`config.mk`:
```
export PLATFORM = sky130hd
export DESIGN_NAME = vc_pop_arbiter
export DESIGN_NICKNAME = d
export VERILOG_FILES = /design/src/rtl/vc_arb_pkg.sv /design/src/rtl/vc_grant_counter.sv /design/src/rtl/vc_pop_arbiter.sv
export SDC_FILE = /design/constraint.sdc
export NUM_CORES = 1
export LEC_CHECK = 0
export CAP_MARGIN = 10
export CORE_UTILIZATION = 35
export DETAILED_ROUTE_END_ITERATION = 8
export PLACE_DENSITY = 0.89
export SYNTH_ARGS = -nofsm -noshare
export SYNTH_HDL_FRONTEND = slang
export SYNTH_SLANG_ARGS = --single-unit
```
`constraint.sdc`:
```
create_clock -name clk -period 2.05 [get_ports clk]
set_input_delay 0.41 -clock clk [delete_from_list [all_inputs] [get_ports clk]]
set_output_delay 0.41 -clock clk [all_outputs]
set_load 0.02 [all_outputs]
```
`src/rtl/vc_arb_pkg.sv`:
```
// Shared definitions for the VC pop arbiter: FSM state encoding and default widths.
package vc_arb_pkg;

    typedef enum logic [1:0] {
        ST_IDLE  = 2'd0,
        ST_VC0   = 2'd1,
        ST_VC1   = 2'd2,
        ST_PAUSE = 2'd3
    } arb_state_t;

    localparam int unsigned DEF_DATA_WIDTH = 6;
    localparam int unsigned DEF_DEST_BIT   = 4;

endpackage

```
`src/rtl/vc_grant_counter.sv`:
```
// Saturating count of consecutive VC0 grants; sat tells the arbiter VC1 is owed a turn.
module vc_grant_counter #(
    parameter int unsigned WEIGHT = 4,
    parameter int unsigned CNT_W  = 3
) (
    input  logic clk,
    input  logic reset,
    input  logic inc,
    input  logic clr,
    output logic sat
);

    localparam logic [CNT_W-1:0] W_MAX = CNT_W'(WEIGHT);

    logic [CNT_W-1:0] r_cnt;

    always_ff @(posedge clk) begin
        if (!reset || clr) begin
            r_cnt <= '0;
        end else if (inc && (r_cnt != W_MAX)) begin
            r_cnt <= r_cnt + CNT_W'(1);
        end
    end

    assign sat = (r_cnt == W_MAX);

endmodule

```
`src/rtl/vc_pop_arbiter.sv`:
```
// Pops VC0/VC1 FIFOs into destination FIFOs D0/D1, stalling on almost-full.
// Define VC_WRR_EN for weighted round-robin; otherwise VC0 has strict priority.
module vc_pop_arbiter
    import vc_arb_pkg::*;
#(
    parameter int unsigned DATA_WIDTH = DEF_DATA_WIDTH,
    parameter int unsigned DEST_BIT   = DEF_DEST_BIT,
    parameter int unsigned WEIGHT_VC0 = 4,
    parameter int unsigned CNT_W      = 3
) (
    input  logic                  clk,
    input  logic                  reset,
    input  logic                  empty_vc0,
    input  logic                  empty_vc1,
    input  logic [DATA_WIDTH-1:0] data_vc0,
    input  logic [DATA_WIDTH-1:0] data_vc1,
    input  logic                  almost_full_d0,
    input  logic                  almost_full_d1,
    output logic                  pop_vc0,
    output logic                  pop_vc1,
    output logic [DATA_WIDTH-1:0] data_out,
    output logic                  push_d0,
    output logic                  push_d1,
    output logic [1:0]            arb_state
);

    arb_state_t            r_state, w_next_state;
    logic                  w_pause, w_grant0, w_grant1, w_vc1_owed;
    logic                  r_valid, r_src;
    logic                  r_push_d0, r_push_d1;
    logic [DATA_WIDTH-1:0] r_data_out, w_word;

    // Destination is only known after the read, so either almost-full stalls.
    assign w_pause = almost_full_d0 | almost_full_d1;

`ifdef VC_WRR_EN
    vc_grant_counter #(
        .WEIGHT (WEIGHT_VC0),
        .CNT_W  (CNT_W)
    ) u_grant_counter (
        .clk   (clk),
        .reset (reset),
        .inc   (w_grant0),
        .clr   (w_grant1),
        .sat   (w_vc1_owed)
    );
`else
    logic w_unused_wrr_cfg;
    assign w_unused_wrr_cfg = (WEIGHT_VC0 > 0) ^ (CNT_W > 0);
    assign w_vc1_owed       = 1'b0;
`endif

    always_comb begin
        w_grant0     = 1'b0;
        w_grant1     = 1'b0;
        w_next_state = ST_IDLE;
        if (!reset) begin
            w_next_state = ST_IDLE;
        end else if (w_pause) begin
            w_next_state = ST_PAUSE;
        end else if (empty_vc0 && empty_vc1) begin
            w_next_state = ST_IDLE;
        end else if (empty_vc0 || (!empty_vc1 && w_vc1_owed)) begin
            w_grant1     = 1'b1;
            w_next_state = ST_VC1;
        end else begin
            w_grant0     = 1'b1;
            w_next_state = ST_VC0;
        end
    end

    assign w_word = r_src ? data_vc1 : data_vc0;

    always_ff @(posedge clk) begin
        if (!reset) begin
            r_state    <= ST_IDLE;
            r_valid    <= 1'b0;
            r_src      <= 1'b0;
            r_push_d0  <= 1'b0;
            r_push_d1  <= 1'b0;
            r_data_out <= '0;
        end else begin
            r_state    <= w_next_state;
            r_valid    <= w_grant0 | w_grant1;
            r_src      <= w_grant1;
            r_push_d0  <= r_valid & ~w_word[DEST_BIT];
            r_push_d1  <= r_valid &  w_word[DEST_BIT];
            if (r_valid) begin
                r_data_out <= w_word;
            end
        end
    end

    assign pop_vc0   = w_grant0;
    assign pop_vc1   = w_grant1;
    assign push_d0   = r_push_d0;
    assign push_d1   = r_push_d1;
    assign data_out  = r_data_out;
    assign arb_state = r_state;

endmodule

```
==> flow_summary.json <==
{
  "crit_start": "reset",
  "num_rows": 12,
  "numCtsBuffers": 3,
  "placed_cell_area_um2": 779,
  "powerDensity_nw_per_um2": 611,
  "syn-num-nets": 63,
  "syn2layout_area_growth_pct": 73.9,
  "grt_pass1_wl_mm": 1.70,
  "fmax_mhz": 512,
  "worstSetupPathType": "in -> out",
  "clk_latency_ps": 270,
  "fin_ws_ps": 97.2,
  "synthesis.instances": 45,
  "worst_clock_skew_ps": 0.541,
  "die_area_um2": 1450,
  "num_vias": 450,
  "ys_seq_area_frac": 0.527,
  "wire_per_inst_um": 11.7,
  "min-delay-start": "data_out[1]$_SDFFE_PN0P_",
  "die_h_um": 38.1,
  "grt_usage": 0.180,
  "die_w_um": 38.1,
  "io_buffers": 29,
  "slew_headroom": 0.728,
  "grt_pass1_vias": 432,
  "peakVddDrop_v": 0.000349,
  "power_leakage_nw": 0.308,
  "gp_congestion": 0.626,
  "synth_area_um2": 455,
  "cp-end-kind": "primary output",
  "max_cap_viol_count": 0,
  "clk_pin_slew_ps": 70,
  "dpl_worst_slack_ps": -362,
  "finalSetupViolations": 0,
  "mostFrequentLayoutCells": "clkdlybuf4s50_1 (27), dfxtp_1 (12), o21ai_0 (6), a21oi_1 (6)",
  "grt.overflow.total": 0,
  "tightest_slew_ps": 407,
  "period_minus_slack_ps": 1950,
  "cts_setup_buffers": 0,
  "ys_warn_count": 0,
  "cts_tree": "built",
  "initial_core_util": 0.394,
  "synth_seq_cells": 12,
  "hold_path_class": "reg -> reg",
  "antennaDiodeCount": 0,
  "first_iter_violations": 2,
  "fin_nets": 99,
  "rsz0062_at_grt": "false",
  "hold_violations": 0,
  "critPathMaxFanout": 3,
  "antenna_left": 0,
  "fin_area_um2": 792,
  "period_share": 0.953,
  "cts_sinks": 12,
  "htreeDepth": 1,
  "crit_path_start_kind": "primary input",
  "syn_avg_cell_area_um2": 10.1,
  "drc": 0,
  "arrival_ps": 1540,
  "critical_path_required_ps": 1640,
  "clk_path_buf_depth": 2,
  "slew_viol_final": 0,
  "antenna_found_initial": 0,
  "layout_commonest_cell": "clkdlybuf4s50_1",
  "drive_above_1_share": 0.165,
  "synthDistinctLibCells": 14,
  "dp_hpwl_um": 860,
  "status": "finished, final reports clean",
  "dr.pass1.iters": 2,
  "io_pins": 30,
  "clock-root-buffer": "clkbuf_4",
  "finalWirelength_mm": 1.09,
  "timing.rr.start": "r_src$_SDFF_PN0_",
  "grt_start_max_net_pins": 15,
  "core_area_um2": 1160,
  "via_per_inst": 4.84
}
[timing repair]
item | in CTS | in global routing
hold endpoints to repair | 0 | 0
setup endpoints to repair | 2 | 1
resized for setup | 7 | 1
hold buffers | 0 | 0
[worst max-delay path, cell delays in order]
cell,delay [ps]
clkdlybuf4s50_1,470
or3b_4,390
nor2_1,110
buf_2,170
[stage by stage]
stage	hold slack [ps]	std cells	power [mW]	util	TNS [ps]
after floorplan	488	45	0.285	-	0
after global placement	507	90	0.345	0.674	-629
after detailed placement	528	90	0.348	0.674	-697
after CTS	542	93	0.488	0.690	0
after global routing	604	93	0.502	0.685	0
final	539	93	0.484	0.685	0
[cells in the mapped netlist]
library cell   n  area (µm²)
dfxtp_1       12         240
a21oi_1        6        30.0
o21ai_0        6        30.0
mux2i_1        5        50.1
nor2_1         5        18.8
a21boi_0       2        15.0
buf_2          2        10.0
a21oi_2        1        8.76
and3_1         1        6.26
buf_6          1        11.3
mux2i_2        1        13.8
nand2_1        1        3.75
nand2b_1       1        6.26
or3b_4         1        11.3
[cells by family (layout without fill, tap and decap cells)]
family                 count (synthesis)  in the layout  share of synthesized area
AOI/OAI and AO/OA                     15             15                      0.184
buffers and inverters                  3             37                     0.0467
DFF                                   12             12                      0.527
muxes                                  6              6                      0.140
and+or+nand+nor                        9              9                      0.102
[per-layer routing]
metal,wire (µm),vias to the layer above,global-route usage,part of all wire
li1,-,227,-,-
met1,418,193,0.156,0.38
met5,0,-,0,0
met3,103,5,0.0640,0.095
met2,530,25,0.331,0.49
met4,34,0,0.134,0.031
[cell type report]
cell class	count	area [µm²]
Tap cell	14	17.5
Fill cell	105	364
Clock buffer	3	22.5
Multi-Input combinational cell	30	194
Timing Repair Buffer	34	318
Sequential cell	12	240
[registers in the layout, indices dropped and copies added (netlist names)]
name	count
r_valid	1
arb_state	2
push_d0	1
r_src	1
data_out	6
push_d1	1
[where the power goes]
part	total (mW)	internal, mW	leakage [nW]	switching (mW)
registers	0.249	0.243	0.0982	0.00637
clock network	0.142	0.0681	0.0138	0.0743
logic	0.0919	0.0583	0.196	0.0336
total	0.484	0.369	0.308	0.114
[final timing paths]
path                                    to  slack [ps]  depth (start not counted)
hold reg to reg   data_out[1]$_SDFFE_PN0P_         540                          2
hold / removal    data_out[1]$_SDFFE_PN0P_         540                          2
setup reg to reg        push_d0$_SDFF_PN0_         940                          2
setup / recovery                   pop_vc1         100                          4
Note: power is estimated with default switching activity, not from simulation.
